## src/rtl/wb_arbiter_rr.sv

```systemverilog
// Wishbone N-master to 1-slave round-robin arbiter with registered grant,
// zero-bubble handover and an optional stall watchdog.

module wb_arb_lane (
    input  logic sel,
    input  logic s_ack,
    input  logic s_err,
    input  logic s_rty,
    output logic ack,
    output logic err,
    output logic rty
);
    assign ack = sel & s_ack;
    assign err = sel & s_err;
    assign rty = sel & s_rty;
endmodule

module wb_arbiter_rr #(
    parameter int MASTERS    = 2,
    parameter int DATA_WIDTH = 32,
    parameter int ADDR_WIDTH = 32,
    parameter int TIMEOUT    = 0
) (
    input  logic                                  clk_i,
    input  logic                                  rst_i,
    input  logic [MASTERS-1:0][ADDR_WIDTH-1:0]    m_adr_i,
    input  logic [MASTERS-1:0][DATA_WIDTH-1:0]    m_dat_i,
    input  logic [MASTERS-1:0]                    m_cyc_i,
    input  logic [MASTERS-1:0]                    m_stb_i,
    input  logic [MASTERS-1:0][(DATA_WIDTH>>3)-1:0] m_sel_i,
    input  logic [MASTERS-1:0]                    m_we_i,
    input  logic [MASTERS-1:0][2:0]               m_cti_i,
    input  logic [MASTERS-1:0][1:0]               m_bte_i,
    output logic [MASTERS-1:0][DATA_WIDTH-1:0]    m_dat_o,
    output logic [MASTERS-1:0]                    m_ack_o,
    output logic [MASTERS-1:0]                    m_err_o,
    output logic [MASTERS-1:0]                    m_rty_o,
    output logic [ADDR_WIDTH-1:0]                 s_adr_o,
    output logic [DATA_WIDTH-1:0]                 s_dat_o,
    output logic [(DATA_WIDTH>>3)-1:0]            s_sel_o,
    output logic                                  s_we_o,
    output logic [2:0]                            s_cti_o,
    output logic [1:0]                            s_bte_o,
    output logic                                  s_cyc_o,
    output logic                                  s_stb_o,
    input  logic [DATA_WIDTH-1:0]                 s_dat_i,
    input  logic                                  s_ack_i,
    input  logic                                  s_err_i,
    input  logic                                  s_rty_i,
    output logic                                  grant_valid_o,
    output logic [((MASTERS > 1) ? $clog2(MASTERS) : 1)-1:0] grant_o,
    output logic                                  timeout_o
);
    localparam int SEL_WIDTH = DATA_WIDTH >> 3;
    localparam int GRANT_W   = (MASTERS > 1) ? $clog2(MASTERS) : 1;

    typedef enum logic {IDLE, OWNED} state_t;

    typedef struct packed {
        logic [ADDR_WIDTH-1:0] adr;
        logic [DATA_WIDTH-1:0] dat;
        logic [SEL_WIDTH-1:0]  sel;
        logic                  we;
        logic [2:0]            cti;
        logic [1:0]            bte;
    } wb_req_t;

    state_t                   state_q, state_d;
    logic [GRANT_W-1:0]       grant_q, grant_d;
    logic [GRANT_W-1:0]       last_q, last_d;
    logic [GRANT_W-1:0]       pick;
    logic                     found;
    int                       idx;
    logic                     owned, arb_run;
    logic                     cyc_sel, stb_sel;
    logic                     wd_fire;
    wb_req_t [MASTERS-1:0]    req;
    wb_req_t                  s_req;

    assign owned   = (state_q == OWNED);
    assign cyc_sel = owned & m_cyc_i[grant_q];
    assign stb_sel = owned & m_stb_i[grant_q];
    // Arbitration also runs on the owner's release edge, which gives zero-bubble handover.
    assign arb_run = ~owned | ~m_cyc_i[grant_q];

    // Search starts just past the last winner, so the releasing master comes last.
    always_comb begin
        found = 1'b0;
        pick  = grant_q;
        idx   = 0;
        for (int i = 1; i <= MASTERS; i++) begin
            idx = (int'(last_q) + i) % MASTERS;
            if (!found && m_cyc_i[GRANT_W'(idx)]) begin
                found = 1'b1;
                pick  = GRANT_W'(idx);
            end
        end
    end

    always_ff @(posedge clk_i or posedge rst_i) begin
        if (rst_i) begin
            state_q <= IDLE;
            grant_q <= '0;
            last_q  <= GRANT_W'(MASTERS - 1);
        end else begin
            state_q <= state_d;
            grant_q <= grant_d;
            last_q  <= last_d;
        end
    end

    always_comb begin
        state_d = state_q;
        grant_d = grant_q;
        last_d  = last_q;
        if (arb_run) begin
            if (found) begin
                state_d = OWNED;
                grant_d = pick;
                last_d  = pick;
            end else begin
                state_d = IDLE;
            end
        end
    end

    always_comb begin
        s_req   = '0;
        s_cyc_o = 1'b0;
        s_stb_o = 1'b0;
        if (owned) begin
            s_req   = req[grant_q];
            s_cyc_o = cyc_sel;
            s_stb_o = stb_sel & ~wd_fire;
        end
    end

    assign s_adr_o       = s_req.adr;
    assign s_dat_o       = s_req.dat;
    assign s_sel_o       = s_req.sel;
    assign s_we_o        = s_req.we;
    assign s_cti_o       = s_req.cti;
    assign s_bte_o       = s_req.bte;
    assign grant_valid_o = owned;
    assign grant_o       = grant_q;

    for (genvar g = 0; g < MASTERS; g++) begin : g_lane
        assign req[g] = '{adr: m_adr_i[g], dat: m_dat_i[g], sel: m_sel_i[g],
                          we: m_we_i[g], cti: m_cti_i[g], bte: m_bte_i[g]};
        assign m_dat_o[g] = s_dat_i;

        wb_arb_lane u_lane (
            .sel   (owned && (grant_q == GRANT_W'(g))),
            .s_ack (s_ack_i),
            .s_err (s_err_i | wd_fire),
            .s_rty (s_rty_i),
            .ack   (m_ack_o[g]),
            .err   (m_err_o[g]),
            .rty   (m_rty_o[g])
        );
    end

    if (TIMEOUT > 0) begin : g_wdog
        localparam int WD_W = (TIMEOUT > 1) ? $clog2(TIMEOUT) : 1;
        logic [WD_W-1:0] wdog;
        logic            resp, stalled, tmo_q;

        // Raw strobe is used here so the stall term does not loop through wd_fire.
        assign resp    = s_ack_i | s_err_i | s_rty_i;
        assign stalled = cyc_sel & stb_sel & ~resp;
        assign wd_fire = stalled & (wdog == WD_W'(TIMEOUT - 1));

        always_ff @(posedge clk_i or posedge rst_i) begin
            if (rst_i) begin
                wdog  <= '0;
                tmo_q <= 1'b0;
            end else begin
                tmo_q <= wd_fire;
                if (stalled)
                    wdog <= wd_fire ? '0 : wdog + 1'b1;
                else if (!cyc_sel || resp)
                    wdog <= '0;
            end
        end
        assign timeout_o = tmo_q;
    end else begin : g_no_wdog
        assign wd_fire   = 1'b0;
        assign timeout_o = 1'b0;
    end

endmodule

```

## config.mk

```make
export PLATFORM = sky130hd
export DESIGN_NAME = wb_arbiter_rr
export DESIGN_NICKNAME = d
export VERILOG_FILES = /design/src/rtl/wb_arbiter_rr.sv
export SDC_FILE = /design/constraint.sdc
export NUM_CORES = 1
export LEC_CHECK = 0
export CORE_AREA = 2 2 130 132
export DETAILED_ROUTE_END_ITERATION = 12
export DIE_AREA = 0 0 132 134
export GPL_TIMING_DRIVEN = 0
export HOLD_SLACK_MARGIN = 0.06
export PLACE_DENSITY_LB_ADDON = 0.12
export SLEW_MARGIN = 20
export SYNTH_ARGS = -nofsm -noshare
export SYNTH_HDL_FRONTEND = slang
export SYNTH_HIERARCHICAL = 1
export SYNTH_SLANG_ARGS = --single-unit
```

## constraint.sdc

```tcl
create_clock -name clk_i -period 1.92 [get_ports clk_i]
set_input_delay 0.384 -clock clk_i [delete_from_list [all_inputs] [get_ports clk_i]]
set_output_delay 0.384 -clock clk_i [all_outputs]
set_load 0.1 [all_outputs]
```

==> metrics.txt, run 1 <==
share of layout cells above drive strength 1=58.5%; CTS root buffer=clkbuf_16; Hold Path Class=in -> async; EDFF count, synth=0; drt wl/cell=around 14 µm; Period Utilization, post-route=105%; number of global-route vias before repair=3,207; Startpoint Class=flip-flop; Setup Skew=2.60 ps; Die X=between 100 and 150 µm; dpl cell area=5770 µm²; Finished Core Util=42.4%; final setup vio count=72; reg2reg path depth=4; PD cells=1330 nW/µm²; flop-to-flop setup slack=640 ps; Initial Util=between 10% and 20%; maximum level of the CTS H-tree=1; First DRT Iteration DRCs=33; R2R Path Start=grant_o; max cap viols=0; sw frac=between 50% and 60%; Critical Path End=s_adr_o[23]; DR WL met3=1190 µm; Tmin final=2020 ps; Post-DRT Antenna Nets=0; # port buffers=304; All-Layer GR Usage=between 10% and 20%; IO Pins=338; Worst Setup End Kind=primary output; CTS tree=built; Async S/R FF share, synth=100%; # rows=47; M1 WL=3670 µm; syn nets=444; Avg Inst Size Synth=7.15 µm²; Slew @ Worst Pin=1080 ps; Setup WS pre-CTS=-884 ps; Synth-to-Final Area Change=279%; via count=2,854; leak pwr=2.77 nW; max-slew violations=0; Hold WS=334 ps; Synth area leader=mux2i_1; Remaining Overflow, GRT=0; initial antenna violation count=0; Comb power frac=95.0%; most frequent cell after synthesis=nor2_1; Nets=756; # DRC=0; worst skew pair latency=220 ps; Req. time, crit path=roughly 1500 ps; met2 routed WL=6360 µm; Clock Path Buffers=2; slew margin rel.=28.2%; First-pass DRT Iterations=3; worst-path maximum fanout=9; largest net degree at the start of global routing=11; n_diodes=0; DR vias/cell=3.63; synth top area cells=mux2i_1 (42%), buf_4 (30%), nor2_1 (16%); Cell Count, Final, Fillers Out=786; dpl cells=779; Die H=134 µm; CTS sink cnt=3; Arr. time, crit path=1630 ps; cell area after layout=6910 µm²; Mapped Cells=between 200 and 300; Final Hold Vio Count=0; area share of the largest cell type after synthesis=41.7%; Synth Flop Type=dfrtp_1; internal power=around 3.7 mW; Post-Synthesis Cell Area=1820 µm²; worst setup margin=-97.8 ps; Top Layer Used=met4; Reg clk slew, reported paths=30 ps; cts hold-fix bufs=0; clock network fraction of total power=3.6%; Die ar.=17,700 µm²; sequential-to-total area share from yosys stat=around 4.2%; r2r endpoint=grant_valid_o; Reg power frac=1.4%; Max VDD drop=0.000689 V; DP HPWL=9160 µm; most frequent cells after synthesis=nor2_1 (77), mux2i_1 (76), buf_4 (72); Achievable Freq=0.496 GHz; failing checks=negative setup slack; RSZ-0062 raised after global routing=true; core area=16,300 µm²; net switching power=5.53 mW; Crit. Startpoint=grant_o; post-synthesis cell type count=20; Ys Warns=6; Setup Crit Path Kind=reg -> out; CTS Buf Count=3; first-pass GRT wire length=17,400 µm; Total Wirelength=11,300 µm; synthesized flop and latch total=3; status=complete, but fails checks; GP Congestion=0.747
[flip-flops by register name, summed over array words and instances, names as in the netlist]
name           count
grant_valid_o      1
grant_o            1
last_q             1
[cell families (layout without fill, tap and decap cells)]
group	after synthesis	after routing	synth area share, %
AO/OA/AOI/OAI	4	4	1.30
XOR/XNOR	1	1	0.480
buffers and inverters	84	395	33.3
flip-flops	3	3	4.18
multiplexers	76	76	41.7
other	1	1	0.206
AND/OR/NAND/NOR	86	86	18.8
[placed cells by master, fill, tap and decap left out]
master	synthesis	routed
nor2b_1	1	1
mux2i_2	0	66
and2_4	0	6
clkbuf_16	0	5
buf_6	1	6
buf_16	0	1
dfrtp_4	0	2
nand2_1	1	1
nor2_4	0	77
a31oi_1	1	1
buf_12	0	61
clkdlybuf4s15_1	0	1
a21oi_1	1	1
inv_4	0	1
clkbuf_4	0	5
and2_2	0	1
mux2i_1	76	3
mux2i_4	0	7
inv_1	1	1
clkbuf_1	5	1
buf_8	1	21
o21ai_1	1	1
a21o_1	1	1
conb_1	1	1
dlygate4sd2_1	0	65
xnor2_1	1	1
buf_4	72	71
dfstp_2	1	1
clkdlybuf4s50_1	0	156
[worst min-delay path by stage]
stage	startpoint	end	slack, ps	depth (start not counted)
after floorplan	rst_i	grant_o	140	1
after global placement	last_q	last_q	480	1
after detailed placement	last_q	last_q	480	1
after CTS	rst_i	grant_o	340	2
after global routing	rst_i	grant_o	370	2
final	rst_i	grant_o	330	2
[area by class of cell]
cell class | count | area [µm²]
flip-flops and latches | 3 | 83.8
clock buffers | 4 | 78.8
plain buffers | 82 | 687
repair buffers | 307 | 3710
well taps | 220 | 275
fillers | 1585 | 9380
inverters | 2 | 10.0
multi-input cells | 168 | 2070
[per-stage QoR]
step                power [mW]  setup TNS [ps]
floorplan                 5.77           -7550
global placement          7.28          -62400
detailed placement        7.30          -63150
CTS                       8.98           -5340
global route              9.51           -8500
finish                    9.22           -3420
[power by group through the flow]
stage	sequential, mW	clock [mW]	combinational [mW]
5_1_grt	0.131	0.348	9.04
3_3_place_gp	0.122	0	7.16
2_1_floorplan	0.217	0	5.55
4_1_cts	0.127	0.340	8.51
6_report	0.126	0.332	8.76
3_5_place_dp	0.124	0	7.18
[what timing repair did]
item / in CTS / in global routing
cloned: 0 / 2
endpoints found under the setup margin: 148 / 80
buffers inserted: 0 / 1
pin swaps: 0 / 6
resized for setup: 843 / 31
[routing by layer]
| layer | GRT usage (%) | vias to the layer above |
|---|---|---|
| met5 | 0 | - |
| met4 | 1.63 | 0 |
| met3 | 4.88 | 6 |
| met2 | 24.8 | 189 |
| met1 | 11.8 | 1273 |
| li1 | - | 1386 |
[critical path, stage by stage, from the launching register on]
cell and delay (ps):
dfrtp_4 470, buf_12 160, buf_12 140, clkbuf_16 160, mux2i_4 190, nor2_4 100
buf_12 180
(Power assumes the default switching activity.)
==> run 2, diff against run 1 <==
--- a/config.mk
+++ b/config.mk
@@ -6,6 +6,7 @@
 export NUM_CORES = 1
 export LEC_CHECK = 0
 export CORE_AREA = 2 2 130 132
+export CTS_CLUSTER_SIZE = 14
 export DETAILED_ROUTE_END_ITERATION = 12
 export DIE_AREA = 0 0 132 134
 export GPL_TIMING_DRIVEN = 0
==> results of run 2 <==
Same layout as run 1: the final DEF is identical, and so are final timing and power.
==> run 3, diff against run 2 <==
--- a/config.mk
+++ b/config.mk
@@ -5,10 +5,10 @@
 export SDC_FILE = /design/constraint.sdc
 export NUM_CORES = 1
 export LEC_CHECK = 0
-export CORE_AREA = 2 2 130 132
+export CORE_AREA = 2 2 133 135
 export CTS_CLUSTER_SIZE = 14
 export DETAILED_ROUTE_END_ITERATION = 12
-export DIE_AREA = 0 0 132 134
+export DIE_AREA = 0 0 135 137
 export GPL_TIMING_DRIVEN = 0
 export HOLD_SLACK_MARGIN = 0.06
 export PLACE_DENSITY_LB_ADDON = 0.12
==> constraint.sdc (replaced) <==
create_clock -name clk_i -period 2 [get_ports clk_i]
set_input_delay 0.4 -clock clk_i [delete_from_list [all_inputs] [get_ports clk_i]]
set_output_delay 0.4 -clock clk_i [all_outputs]
set_load 0.1 [all_outputs]
==> run 3 against run 2 <==
Net effect: the flow still finishes with violations (negative setup slack); via count is 1.2% lower; combinational power fell by 12%; first-iteration DRC count grew 36%; clock power down 5%; sequential cell count stayed put; worst setup slack improved by 83 ps; clock skew hardly changed; largest power group unchanged.
==> metrics.txt, run 3 (same netlist as run 1, synthesis figures left out) <==
Req. time, crit path=1600 ps (+60 ps); # DRC=0 (unchanged); cell area after layout=6580 µm² (-4.8%); status=complete, but fails checks; max cap viols=0 (unchanged); Nets=755 (-0.13%); final setup vio count=6 (-92%); setup TNS=-61.1 ps (+3360 ps); RSZ-0062 raised after global routing=true; first-pass GRT wire length=15,000 µm (-14%); Startpoint Class=flip-flop; Initial Util=10.7% (-0.50 points); most frequent cells in the layout=clkdlybuf4s50_1 (163), nor2_4 (77), buf_4 (77); drt wl/cell=13.5 µm (-5.9%); # port buffers=304 (unchanged); number of global-route vias before repair=2,890 (-9.9%); Remaining Overflow, GRT=0 (unchanged); n_diodes=0 (unchanged); Reg clk slew, reported paths=30 ps (about the same); Hold Path Class=in -> async; First-pass DRT Iterations=3 (unchanged); dpl cells=784 (+0.64%); PD cells=1240 nW/µm² (-6.9%); share of layout cells above drive strength 1=52.4% (-6.1 points); First DRT Iteration DRCs=45 (+36%); Achievable Freq=0.496 GHz; Slew @ Worst Pin=1010 ps (-75.9 ps); maximum level of the CTS H-tree=1 (unchanged); Hold WS=352 ps (+18.1 ps); Synth-to-Final Area Change=261%; most common cell after layout, fill and taps aside=clkdlybuf4s50_1; initial antenna violation count=0 (unchanged); Total Wirelength=10,700 µm (-5.5%); Final Hold Vio Count=0 (unchanged); core area=17,100 µm² (+4.7%); Die X=135 µm (+2.3%); max-slew violations=0 (unchanged); GP Congestion=0.693 (-7.2%); leak pwr=3.05 nW (+10%); # rows=48 (+2.1%); Setup WS pre-CTS=-816 ps (+68.9 ps); IO Pins=338 (unchanged); DP HPWL=9020 µm (-1.5%); Post-DRT Antenna Nets=0 (unchanged); Setup Skew=2.29 ps (-0.310 ps); Arr. time, crit path=1610 ps (-20 ps); Worst Setup End Kind=primary output; Period Utilization, post-route=101%; Cell Count, Final, Fillers Out=790 (+0.51%); Tmin final=2010 ps; worst skew pair latency=220 ps (about the same); DR vias/cell=3.57 (-1.7%); failing checks=negative setup slack; CTS root buffer=clkbuf_16; worst-path maximum fanout=9 (unchanged); dpl cell area=5770 µm² (about the same); worst setup margin=-14.6 ps (+83.2 ps); All-Layer GR Usage=10.4% (-1.9 points); via count=2,819 (-1.2%); CTS Buf Count=3 (unchanged); largest net degree at the start of global routing=11 (unchanged); Setup Crit Path Kind=reg -> out; Setup Buffers After CTS=0 (unchanged); CTS tree=built; Max VDD drop=0.000484 V (-30%); slew margin rel.=33.2% (+5.0 points); Die H=137 µm (+2.2%); CTS sink cnt=3 (unchanged); Die ar.=18,500 µm² (+4.6%); Clock Path Buffers=2 (unchanged)
[run 3: cell types whose count changed in the layout (fill, tap and decap cells not counted), sizes merged]
cell,change
clkbuf,-1
clkdlybuf4s15,-1
clkdlybuf4s50,+7
dlygate4sd2,-52
dlymetal6s2s,+46
[run 3: stage by stage]
stage,total power [mW],util (%)
4_1_cts,7.90,36.5
2_1_floorplan,5.51,-
6_report,8.17,38.6
3_3_place_gp,6.96,33.8
3_5_place_dp,6.98,33.8
5_1_grt,8.44,38.6
[run 3: critical path, stage by stage, from the launching register on]
cell and delay (ps):
dfrtp_4 480, buf_12 160, buf_12 140, clkbuf_16 160
mux2i_2 230, nor2_4 60, buf_12 160
[run 3: layout make-up]
| type | count | area [µm²] |
|---|---|---|
| Multi-Input combinational cell | 168 | 1900 |
| Inverter | 2 | 10.0 |
| Fill cell | 1672 | 10500 |
| Tap cell | 225 | 282 |
| Buffer | 82 | 688 |
| Clock buffer | 4 | 78.8 |
| Timing Repair Buffer | 306 | 3540 |
| Sequential cell | 3 | 83.8 |
[run 3: worst paths after layout]
| kind | start | endpoint | slack (ps) | cells after the start |
|---|---|---|---|---|
| max | grant_o | s_adr_o[20] | -10 | 6 |
| min | rst_i | grant_o | 350 | 2 |
| max reg2reg | grant_o | grant_valid_o | 730 | 4 |
| min reg2reg | last_q | last_q | 500 | 1 |
| max in group asynchronous | rst_i | last_q | 1430 | 2 |
| min in group clk_i | last_q | last_q | 500 | 1 |
[run 3: per-layer routing]
layer  vias up  wire length (µm)  global-route usage, %
li1       1386                 -                      -
met1      1240              3500                   10.4
met2       191              5770                   20.2
met3         2              1370                   4.41
met4         0                49                   1.39
met5         -                 0                      0
[run 3: repair_timing]
item | CTS | global route
hold buffers | 0 | 0
cloned | 0 | 2
pin swaps | 8 | 1
gates resized for setup | 658 | 95
endpoints found under the setup margin | 95 | 115
[run 3: report_power, final]
| part | total [mW] | internal, mW | leakage, nW | switching (mW) |
|---|---|---|---|---|
| logic | 7.73 | 2.67 | 2.98 | 5.06 |
| clock network | 0.316 | 0.263 | 0.0382 | 0.0527 |
| registers | 0.124 | 0.100 | 0.0318 | 0.0237 |
| total | 8.17 | 3.04 | 3.05 | 5.14 |
